<file path="src/rtl/led_bar_pkg.sv">
// Shared types and helpers for the LED bar progress sequencer.
// Holds the FSM state encoding, the ivMode bit positions and the bar pattern encoder.
package led_bar_pkg;

  localparam int MAX_LEDS = 16;

  // ivMode bit positions
  localparam int MODE_DIR  = 0;
  localparam int MODE_WRAP = 1;

  typedef enum logic [1:0] {
    IDLE = 2'd0,
    RUN  = 2'd1,
    DONE = 2'd2
  } bar_state_t;

  // Level k lights bits [k-1:0]; lit=0 blanks the whole bar; activeLow flips polarity.
  function automatic logic [MAX_LEDS-1:0] thermo_encode(
    input logic [4:0] level,
    input logic       lit,
    input logic       activeLow
  );
    logic [MAX_LEDS-1:0] pat;
    pat = '0;
    for (int i = 0; i < MAX_LEDS; i++) begin
      if (lit && (5'(i) < level)) pat[i] = 1'b1;
    end
    return activeLow ? ~pat : pat;
  endfunction

endpackage

</file>
<file path="src/rtl/led_tick_div.sv">
// iCE-qualified modulo-N counter; oTc marks the iCE cycle on which the count wraps.
// iClear is synchronous and acts with or without iCE.
module led_tick_div #(
  parameter int N = 1
) (
  input  logic iClk,
  input  logic iReset,
  input  logic iClear,
  input  logic iCE,
  input  logic iEn,
  output logic oTc
);

  localparam int CW = (N > 1) ? $clog2(N) : 1;
  localparam logic [CW-1:0] LAST = CW'(N - 1);

  logic [CW-1:0] count;

  assign oTc = iCE && iEn && (count == LAST);

  always_ff @(posedge iClk) begin
    if (iReset || iClear) begin
      count <= '0;
    end else if (iCE && iEn) begin
      count <= (count == LAST) ? '0 : count + CW'(1);
    end
  end

endmodule

</file>
<file path="src/rtl/led_bar_sequencer.sv">
// Thermometer LED bar that fills or drains while the top-level FSM sits in ACTIVE_STATE.
// Handshake-free: iCE qualifies every register update except reset and iClear.
module led_bar_sequencer
  import led_bar_pkg::*;
#(
  parameter int LED_COUNT    = 3,
  parameter int ACTIVE_LOW   = 1,
  parameter int ACTIVE_STATE = 1,
  parameter int STEP_TICKS   = 1,
  parameter int BLINK_TICKS  = 4
) (
  input  logic                               iClk,
  input  logic                               iReset,
  input  logic                               iCE,
  input  logic                               iClear,
  input  logic [1:0]                         ivStateMachine,
  input  logic [1:0]                         ivMode,
  output logic [LED_COUNT-1:0]               ovLED,
  output logic [$clog2(LED_COUNT+1)-1:0]     ovLevel,
  output logic                               oDone
);

  localparam int LW      = $clog2(LED_COUNT + 1);
  localparam int BLINK_N = (BLINK_TICKS > 0) ? BLINK_TICKS : 1;
  localparam logic [LW-1:0]        LEVEL_MAX = LW'(LED_COUNT);
  localparam logic                 ACT_LOW   = (ACTIVE_LOW != 0);
  localparam logic [1:0]           ACT_STATE = 2'(ACTIVE_STATE);
  localparam logic [LED_COUNT-1:0] DARK      = {LED_COUNT{ACT_LOW}};

  bar_state_t           state, stateNext;
  logic [LW-1:0]        level, levelNext;
  logic [LW-1:0]        startLevel, termLevel;
  logic [1:0]           mode, modeNext;
  logic                 phase, phaseNext;
  logic [LED_COUNT-1:0] ledNext;
  logic                 active;
  logic                 stepTc, blinkTc;
  logic                 stepClear, stepEn, blinkClear, blinkEn;

  assign active = (ivStateMachine == ACT_STATE);

  // Step pacing runs only in RUN and only while the active state is present (pause).
  assign stepClear  = iClear || (state != RUN);
  assign stepEn     = (state == RUN) && active;
  assign blinkClear = iClear || (state != DONE);
  assign blinkEn    = (state == DONE);

  led_tick_div #(.N(STEP_TICKS)) uStepDiv (
    .iClk   (iClk),
    .iReset (iReset),
    .iClear (stepClear),
    .iCE    (iCE),
    .iEn    (stepEn),
    .oTc    (stepTc)
  );

  led_tick_div #(.N(BLINK_N)) uBlinkDiv (
    .iClk   (iClk),
    .iReset (iReset),
    .iClear (blinkClear),
    .iCE    (iCE),
    .iEn    (blinkEn),
    .oTc    (blinkTc)
  );

  always_comb begin
    stateNext  = state;
    levelNext  = level;
    modeNext   = mode;
    phaseNext  = phase;
    startLevel = mode[MODE_DIR] ? LEVEL_MAX : '0;
    termLevel  = mode[MODE_DIR] ? '0 : LEVEL_MAX;
    if (iCE) begin
      unique case (state)
        IDLE: begin
          if (active) begin
            modeNext  = ivMode;
            levelNext = ivMode[MODE_DIR] ? LEVEL_MAX : '0;
            stateNext = RUN;
          end
        end
        RUN: begin
          if (stepTc) begin
            // Sitting on the terminal level in RUN only happens in wrap mode.
            if (level == termLevel)   levelNext = startLevel;
            else if (mode[MODE_DIR])  levelNext = level - LW'(1);
            else                      levelNext = level + LW'(1);
            if ((levelNext == termLevel) && !mode[MODE_WRAP]) begin
              stateNext = DONE;
              phaseNext = 1'b1;
            end
          end
        end
        DONE: begin
          if ((BLINK_TICKS > 0) && blinkTc) phaseNext = !phase;
        end
        default: stateNext = IDLE;
      endcase
    end
    // The pattern is built from next-state values so it changes on the same edge as the state.
    ledNext = LED_COUNT'(thermo_encode(5'(levelNext), (stateNext != DONE) || phaseNext, ACT_LOW));
  end

  always_ff @(posedge iClk) begin
    if (iReset || iClear) begin
      state <= IDLE;
      level <= '0;
      mode  <= '0;
      phase <= 1'b1;
      ovLED <= DARK;
      oDone <= 1'b0;
    end else begin
      state <= stateNext;
      level <= levelNext;
      mode  <= modeNext;
      phase <= phaseNext;
      ovLED <= ledNext;
      oDone <= (stateNext == DONE);
    end
  end

  assign ovLevel = level;

  always_ff @(posedge iClk) begin
    if (!iReset) assert (level <= LEVEL_MAX);
  end

endmodule

</file>
<file path="config.mk">
export PLATFORM = sky130hd
export DESIGN_NAME = led_bar_sequencer
export DESIGN_NICKNAME = d
export VERILOG_FILES = /design/src/rtl/led_bar_pkg.sv /design/src/rtl/led_tick_div.sv /design/src/rtl/led_bar_sequencer.sv
export SDC_FILE = /design/constraint.sdc
export NUM_CORES = 1
export LEC_CHECK = 0
export BUFFER_PORTS_ARGS = -buffer_cell sky130_fd_sc_hd__buf_2
export CAP_MARGIN = 15
export CORE_MARGIN = 5
export CORE_UTILIZATION = 35
export DETAILED_ROUTE_END_ITERATION = 7
export GPL_ROUTABILITY_DRIVEN = 1
export PLACE_DENSITY = 0.57
export SYNTH_ARGS = -nofsm -noshare
export SYNTH_HDL_FRONTEND = slang
export SYNTH_SLANG_ARGS = --single-unit
</file>
<file path="constraint.sdc">
create_clock -name iClk -period 1.8 [get_ports iClk]
set_input_delay 0.09 -clock iClk [delete_from_list [all_inputs] [get_ports iClk]]
set_output_delay 0.09 -clock iClk [all_outputs]
set_load 0.02 [all_outputs]
</file>
==> key figures, run 1 <==
Run status
  – Status: complete, no violations

Clocking
  – CTS clk-pin slew, worst paths: 80 ps
  – CTS tree: done
  – Clk sink count: 13
  – TritonCTS Buffers: 3
  – CTS root buf: clkbuf_4
  – Clock insertion delay at the later pin of the skew report: 270 ps
  – Clock Tree Buf Depth: 2
  – H-tree Lvls: 1

Global route
  – Total track usage: 11.7%
  – GRT overflow: 0
  – Initial antenna violation count: 0
  – Largest net degree at the start of global routing: 13
  – Global-route wire length before repair: 2950 um
  – Vias in the first global route: 677

Logic synthesis
  – EDFF count, synth: 0
  – Top_reg_cell synth: dfxtp_1
  – Synthesized instance count: 85
  – Total number of yosys warnings: 0
  – Sequential-to-total area share from yosys stat: 34.3%
  – Top post-synthesis cells by area: dfxtp_1 34%, ha_1 9.9%, mux2i_1 5.3%
  – Count of cell types in the netlist: 35
  – Most frequent cell after synthesis: dfxtp_1
  – Syn_nets: 99
  – Synth top area share: 34.3%
  – Ys async rst share: 0%
  – Yosys reg bits: 13
  – Synth cell count leaders: 13 x dfxtp_1, 9 x nor2_1, 6 x ha_1, 6 x nand2_1
  – Cell taking the most area after synthesis: dfxtp_1
  – Post-Syn Area: 758 um2
  – Syn avg cell area: 8.92 um2

Setup path
  – Worst Path Max Fanout: 7
  – CP Capture Type: flip-flop
  – Arr. time, crit path: 1930 ps
  – CP peak stage delay: 490 ps
  – Critical path class: reg -> reg
  – Worst r2r path cells: 5
  – Startpoint of the worst register-to-register path: ovLevel[1]
  – CP startpoint kind: flip-flop
  – Critical path, cell by cell: and4bb_4, o211ai_1, a31o_2, nor3_4, or4_1
  – Reg2Reg Setup Slack: 20 ps
  – Slowest cell on crit path: or4_1
  – Worst setup path start: ovLevel[1]
  – Worst r2r dst: ovLED[2]
  – CP required: 1950 ps
  – CP endpoint: ovLED[2]

Floorplan
  – Core Area: 0.00202 mm2
  – Site Rows: 16
  – Initial Util: 37.5%
  – I/O pins: 14
  – Die height: 56.5 um
  – DIE AREA: 0.00320 mm2
  – Horiz. Die Dim: 56.5 um

Worst hold path
  – Hold path cells: 3
  – Hold Crit Class: in -> reg

Cells and area
  – Share of layout cells above drive strength 1: 44.5%
  – Fill cell count: 199
  – Final net count: 125
  – Fin area: 0.00104 mm2
  – Area Overhead vs Synth: 37.3%
  – ANT cells: 0

Drt
  – DRT antenna net count: 0
  – Via count: 698
  – # DRC: 0
  – WL per Instance: 13.1 um
  – Routed Wire Length: 1800 um
  – Via density: 5.09
  – Iteration-0 DRC Markers: 11
  – Drt first pass iters: 2

STA
  – RSZ-0062 raised after global routing: true
  – Clk_skew: 7.40 ps
  – Setup violations, final: 0
  – Final Hold Fails: 0
  – Tmin final: 1780 ps
  – Normalized max-slew margin: 69.7%
  – Final TNS setup: 0 ps
  – PnR worst setup slack: 17.7 ps
  – Slew @ Worst Pin: 452 ps
  – Max-slew violations: 0
  – Period utilization: 99.0%
  – Fmax: 561 MHz

Placement
  – Routability congestion estimate: 0.783
  – Hpwl dp: 1380 um
  – Worst slack at placement: -42.4 ps
  – Placed Area: 935 um2
  – # port buffers: 13

Pwr
  – Final Power: 564 uW
  – Max rail drop VDD: 347 uV
  – Pwr dens: 542 mW/mm2
  – Leak: 0.000421 uW

Job
  – Max-capacitance violation count: 0
[repair_timing]
action | CTS | global route
gates resized for setup | 8 | 11
hold endpoints to repair | 0 | 0
hold buffers | 0 | 0
setup buffers | 0 | 1
endpoints found under the setup margin | 5 | 4
pin swaps | 0 | 5
[final cells by class]
class	count	area, um2	area share (%)
tap	27	33.8	3.25
sequential	13	272	26.1
multi-input combinational	65	531	51.0
inverter	3	16.3	1.56
timing repair buffer	25	163	15.6
clock buffer	4	26.3	2.52
[stage by stage]
step | hold slack [ps] | utilization [%] | cells
after floorplan | 237 | - | 85
after global placement | 332 | 46.2 | 132
after detailed placement | 370 | 46.2 | 132
after CTS | 86.2 | 49.7 | 136
after global routing | 99.8 | 51.5 | 137
final | 73.7 | 51.5 | 137
[placed cells by master (no fill, tap or decap), types with 3 or more instances in the layout]
cell type and instances:
nor2_1 9, buf_4 10, clkbuf_4 3, nand2_1 6, a21oi_1 4, buf_2 13
mux2i_1 4, dfxtp_2 3, ha_1 3, o21ai_0 3, dfxtp_1 8
[per-layer routing]
| layer | part of all wire (%) | up-vias | GRT usage (%) |
|---|---|---|---|
| met5 | 0 | - | 0 |
| met4 | 1.7 | 0 | 6.10 |
| met3 | 4.7 | 4 | 2.52 |
| met2 | 46 | 15 | 19.8 |
| met1 | 48 | 322 | 13.8 |
| li1 | - | 357 | - |
[cell families after synthesis]
family,after synthesis,share of synthesized area [%]
and+or+nand+nor,36,28.7
AOI/OAI and AO/OA,18,16.8
DFF,13,34.3
buffers and inverters,7,3.80
adders and majority gates,6,9.90
muxes,4,5.28
xor gates and xnor gates,1,1.16
[flip-flops by register name, indices dropped and copies added (netlist names)]
register,flops
ovLED,3
phase,1
mode,2
state,2
oDone,1
ovLevel,2
uBlinkDiv.count,2
[power by group]
part | internal [uW] | switching, uW | total (uW)
registers | 290 | 4.68 | 295
clock network | 85.7 | 86.9 | 173
logic | 46.7 | 49.7 | 96.4
total | 423 | 141 | 564
[worst max-delay path, delay by kind of cell (launching register included)]
family	cells	cell delay [ps]
AOI/OAI and AO/OA	2	500
DFF	1	390
and+or+nand+nor	3	780
[worst min-delay path by stage]
| stage | startpoint | endpoint | slack, ps |
|---|---|---|---|
| detailed placement | ivMode[1] | mode[1] | 370 |
| global route | ivMode[1] | mode[1] | 100 |
| floorplan | ivMode[0] | mode[0] | 240 |
| global placement | ivMode[1] | mode[1] | 330 |
| finish | ivMode[1] | mode[1] | 70 |
| CTS | ivMode[1] | mode[1] | 90 |
No activity file was read; power rests on OpenSTA's default activity.
==> run 2: changes to the inputs <==
--- a/config.mk
+++ b/config.mk
@@ -12,6 +12,7 @@
 export DETAILED_ROUTE_END_ITERATION = 7
 export GPL_ROUTABILITY_DRIVEN = 1
 export PLACE_DENSITY = 0.57
+export SETUP_SLACK_MARGIN = 0.5
 export SYNTH_ARGS = -nofsm -noshare
 export SYNTH_HDL_FRONTEND = slang
 export SYNTH_SLANG_ARGS = --single-unit
==> run 2 against run 1 <==
Maximum frequency up 3.7%. Non-clock buffer count down 4. Register-to-register slack better by 60 ps. Global-route usage down 0.15 points. Clock-buffer cell count unchanged. Sequential power about the same. Sequential share of layout area down 1.0 points. Design area up 4.0%. Sequential cell count unchanged. Largest power group unchanged. Highest routed layer unchanged.
==> key figures, run 2 (synthesis gave the netlist of run 1 again) <==
Cells and area
  – Final net count: 121
  – FF/Latch Area: 272 um2
  – Utilization after layout: 53.5%
  – Register name with the most flops: ovLED
  – Fin area: 0.00108 mm2
  – Share of layout cells above drive strength 1: 52.8%
  – ANT cells: 0
  – Commonest non-fill, non-tap cell in the layout: buf_2
  – Fill cell count: 184
  – Commonest cells after routing, fill and taps aside: 13 x buf_2, 8 x nor2_1, 8 x dfxtp_1
  – Multi-input logic area: 594 um2
  – Area Overhead vs Synth: 42.7%
  – Largest register FFs: 3

STA
  – Setup violations, final: 0
  – Normalized max-slew margin: 80.6%
  – Final Hold Fails: 0
  – Clk_skew: 2.38 ps
  – Final TNS setup: 0 ps
  – Fmax: 582 MHz
  – Period utilization: 95.5%
  – Tmin final: 1720 ps
  – RSZ-0062 raised after global routing: true
  – Max-slew violations: 0
  – Fin Hold WS: 72.2 ps
  – Slew @ Worst Pin: 290 ps

Setup path
  – Delay-heaviest family, CP: simple AND/OR/NAND/NOR gates
  – CP Capture Type: flip-flop
  – Worst path bufs/invs: 1
  – Worst Path Max Fanout: 11
  – Critical path, cell by cell: buf_6, ha_4, nor3b_2, o221a_4, nor3_4, or4_1
  – CP startpoint kind: flip-flop
  – Arr. time, crit path: 1870 ps
  – CP peak stage delay: 390 ps
  – Slowest cell on crit path: or4_1
  – CP required: 1950 ps
  – Critical path class: reg -> reg

Pwr
  – Final Power: 585 uW
  – Max rail drop VDD: 456 uV
  – Leak: 0.000415 uW
  – Pwr dens: 541 mW/mm2

Placement
  – Hpwl dp: 1270 um
  – # port buffers: 13
  – Placed Area: 911 um2
  – Routability congestion estimate: 0.806

Clocking
  – Clock insertion delay at the later pin of the skew report: 270 ps
  – CTS clk-pin slew, worst paths: 80 ps
  – CTS root buf: clkbuf_4
  – Clock Tree Buf Depth: 2
  – Number of buffers inserted by hold repair at cts: 0
  – CTS tree: done
  – H-tree Lvls: 1
  – Clk sink count: 13
  – TritonCTS Buffers: 3

Global route
  – Vias in the first global route: 667
  – Largest net degree at the start of global routing: 13
  – Total track usage: 11.6%
  – GRT overflow: 0
  – Global-route wire length before repair: 2970 um
  – Initial antenna violation count: 0

Drt
  – DRT antenna net count: 0
  – Drt first pass iters: 4
  – # DRC: 0
  – Iteration-0 DRC Markers: 10
  – Routed Wire Length: 1820 um
  – Via density: 5.19
  – WL per Instance: 13.7 um
  – Via count: 690

Floorplan
  – Core Area: 0.00202 mm2
  – Site Rows: 16
  – Die height: 56.5 um
  – Horiz. Die Dim: 56.5 um
  – I/O pins: 14
  – Initial Util: 37.5%
  – DIE AREA: 0.00320 mm2

Job
  – Max-capacitance violation count: 0

Run status
  – Status: complete, no violations

Worst hold path
  – Hold Crit Class: in -> reg
==> run 2: cell type report <==
class                           count  area share (%)
Clock buffer                        4            2.43
Sequential cell                    13            25.1
Inverter                            3            1.50
Multi-Input combinational cell     65            54.9
Tap cell                           27            3.12
Timing Repair Buffer               21            12.9
==> run 2: metrics by stage <==
stage | setup slack [ps] | std cells
floorplan | 144 | 85
finish | 81.0 | 133
global placement | 55.6 | 123
CTS | 69.7 | 131
global route | -7.70 | 133
detailed placement | 15.8 | 123
==> run 2: final timing paths <==
| kind | cells past startpoint | endpoint | slack [ps] | startpoint |
|---|---|---|---|---|
| setup / recovery | 6 | ovLED[2] | 80 | state[0] |
| hold / removal | 3 | mode[1] | 70 | ivMode[1] |
| setup reg to reg | 6 | ovLED[2] | 80 | state[0] |
| hold reg to reg | 2 | uBlinkDiv.count[1] | 510 | uBlinkDiv.count[1] |
==> run 2: repair_timing <==
item | CTS | global route
buffers inserted | 4 | 2
endpoints found under the setup margin | 8 | 11
gates resized for setup | 7 | 19
pin swaps | 5 | 9
==> run 2: metal layers <==
| metal | share of wire, % | routed length (um) | vias up | global-route usage (%) |
|---|---|---|---|---|
| met3 | 5.9 | 107 | 2 | 3.44 |
| met2 | 47 | 849 | 17 | 19.1 |
| met5 | 0 | 0 | - | 0 |
| li1 | - | - | 349 | - |
| met1 | 47 | 855 | 322 | 14.5 |
| met4 | 0.60 | 11 | 0 | 3.05 |
==> run 2: where the power goes <==
| group | switching [uW] | internal [uW] | total [uW] |
|---|---|---|---|
| clock network | 94.1 | 85.8 | 180 |
| logic | 57.1 | 52.5 | 110 |
| registers | 5.45 | 290 | 296 |
| total | 157 | 429 | 585 |
==> run 2: tightest hold or removal path, stage by stage <==
cell	delay (ps)
buf_2	80
mux2i_1	60
nor2_1	80
==> run 3: changes to the inputs <==
--- a/config.mk
+++ b/config.mk
@@ -5,6 +5,7 @@
 export SDC_FILE = /design/constraint.sdc
 export NUM_CORES = 1
 export LEC_CHECK = 0
+export ABC_AREA = 1
 export BUFFER_PORTS_ARGS = -buffer_cell sky130_fd_sc_hd__buf_2
 export CAP_MARGIN = 15
 export CORE_MARGIN = 5
==> run 3 against run 2 <==
Register-to-register slack gained 270 ps. Via count increased by 14%. Sequential share of layout area decreased by 1.3 points. Clock-buffer cell count is the same. Largest cell class unchanged.
==> key figures, run 3 <==
STA
  – Final TNS setup: 0 ps
  – Slew @ Worst Pin: 277 ps
  – Final Hold Fails: 0
  – Tmin final: 1440 ps
  – Clk_skew: 3.14 ps
  – Setup violations, final: 0
  – Fmax: 692 MHz
  – RSZ-0062 raised after global routing: true
  – Period utilization: 80.3%
  – Normalized max-slew margin: 81.5%
  – Max-slew violations: 0

Placement
  – Routability congestion estimate: 0.797
  – # port buffers: 13
  – Hpwl dp: 1430 um
  – DP Cell Count: 163

Setup path
  – Delay-heaviest family, CP: flip-flops
  – Critical path class: reg -> reg
  – Worst Path Max Fanout: 5
  – Arr. time, crit path: 1650 ps
  – CP peak stage delay: 400 ps
  – CP required: 2010 ps
  – Slowest cell on crit path: dfxtp_4
  – Critical path, cell by cell: inv_6, ha_4, buf_4, buf_4, nor2_2, nand2_2, a21oi_4, nand2_2, o21ai_2
  – Reg2Reg Setup Slack: 360 ps
  – CP startpoint kind: flip-flop
  – Worst path bufs/invs: 3
  – CP Capture Type: flip-flop

Clocking
  – CTS tree: done
  – Clock insertion delay at the later pin of the skew report: 270 ps
  – H-tree Lvls: 1
  – TritonCTS Buffers: 3
  – CTS root buf: clkbuf_4
  – Clk sink count: 13
  – Number of buffers inserted by hold repair at cts: 0
  – Clock Tree Buf Depth: 2
  – CTS clk-pin slew, worst paths: 80 ps

Cells and area
  – Largest register FFs: 3
  – Multi-input logic area: 587 um2
  – Register name with the most flops: ovLED
  – Fill cell count: 224
  – ANT cells: 0
  – Commonest cells after routing, fill and taps aside: 27 x nand2_1, 17 x inv_1, 13 x buf_2
  – Area Overhead vs Synth: 32.5%
  – Final net count: 161
  – FF/Latch Area: 268 um2
  – Final std cells w/o fill: 174
  – Commonest non-fill, non-tap cell in the layout: nand2_1
  – Share of layout cells above drive strength 1: 43.2%

Floorplan
  – Horiz. Die Dim: 59.3 um
  – Site Rows: 17
  – Initial Util: 37.4%
  – DIE AREA: 0.00352 mm2
  – Core Area: 0.00228 mm2
  – I/O pins: 14
  – Die height: 59.3 um

Logic synthesis
  – Sequential-to-total area share from yosys stat: 30.6%
  – Most frequent cell after synthesis: nand2_1
  – Count of cell types in the netlist: 22
  – Syn avg cell area: 7.03 um2
  – Yosys reg bits: 13
  – Post-Syn Area: 851 um2
  – EDFF count, synth: 0
  – Syn_nets: 135
  – Synthesized instance count: 121
  – Total number of yosys warnings: 0
  – Synth top area share: 30.6%
  – Ys async rst share: 0%
  – Synth cell count leaders: 32 x nand2_1, 19 x inv_1, 15 x nor2_1
  – Top_reg_cell synth: dfxtp_1
  – Cell taking the most area after synthesis: dfxtp_1
  – Top post-synthesis cells by area: dfxtp_1 31%, nand2_1 14%, ha_1 8.8%

Drt
  – Met2 WL: 924 um
  – Iteration-0 DRC Markers: 14
  – Via count: 790
  – Drt first pass iters: 4
  – Routed Wire Length: 1860 um
  – DRT antenna net count: 0
  – Via density: 4.54
  – Met3 wire length: 109 um
  – WL per Instance: 10.7 um
  – Post-Route M1 WL: 809 um
  – Top Metal Used: met4
  – # DRC: 0

Global route
  – Largest net degree at the start of global routing: 8
  – Global-route wire length before repair: 3000 um
  – Initial antenna violation count: 0
  – Vias in the first global route: 718
  – Total track usage: 11.4%
  – GRT overflow: 0

Pwr
  – Max rail drop VDD: 473 uV
  – Pwr dens: 509 mW/mm2
  – Leak: 0.000548 uW

Job
  – Max-capacitance violation count: 0

Worst hold path
  – Hold Crit Class: in -> reg

Run status
  – Status: complete, no violations
[run 3: changes by cell type after synthesis, sizes merged, moves of 4 or more]
| cell | delta |
|---|---|
| nand2 | +31 |
| inv | +18 |
| nor2 | +11 |
| nand3 | +7 |
| mux2i | -4 |
[run 3: what timing repair did]
item | 4_1_cts | 5_1_grt
buffers inserted | 4 | 3
pin swaps | 3 | 4
endpoints found under the setup margin | 7 | 9
gates cloned | 0 | 0
gates resized for setup | 2 | 13
[run 3: report_power, final]
part / internal [uW] / switching [uW] / total (uW)
Combinational: 38.3 / 60.8 / 99.0
Sequential: 292 / 5.60 / 297
Clock: 85.8 / 92.0 / 178
[run 3: routing by layer]
metal / GRT usage [%] / vias to the layer above
li1: - / 422
met1: 13.7 / 347
met2: 19.3 / 19
met3: 3.27 / 2
met4: 3.88 / 0
met5: 0 / -
[run 3: final cells by class]
type / instances / share of cell area [%]
Multi-Input combinational cell: 87 / 52.1
Sequential cell: 13 / 23.8
Timing Repair Buffer: 21 / 11.1
Inverter: 21 / 7.66
Tap cell: 28 / 3.11
Clock buffer: 4 / 2.33
[run 3: final timing paths]
| check | start | to | depth (start not counted) |
|---|---|---|---|
| worst max-delay path | state[0] | ovLED[0] | 9 |
| worst min-delay path | iReset | phase | 3 |
| worst max register to register | state[0] | ovLED[0] | 9 |
| worst min register to register | uBlinkDiv.count[0] | uBlinkDiv.count[0] | 2 |
[run 3: worst min-delay path: cells and delay by family]
kind	cells	cell delay [ps]
AND/OR/NAND/NOR	2	160
buffers and inverters	1	70
[run 3: cells by family after synthesis]
logic type,Yosys count,share of synthesized area (%)
simple gates,66,37.8
compound gates,15,13.5
buf+inv,21,9.27
fa+ha+maj,6,8.82
flops,13,30.6
[run 3: stage by stage]
step	hold slack (ps)	area (um2)	power [uW]	utilization [%]	setup WS, ps
6_report	73.0	1130	574	49.5	355
5_1_grt	77.2	1130	610	49.5	264
4_1_cts	68.9	1060	578	46.7	352
3_5_place_dp	363	1000	393	44.1	324
3_3_place_gp	364	1000	394	44.1	310
2_1_floorplan	246	896	367	-	452
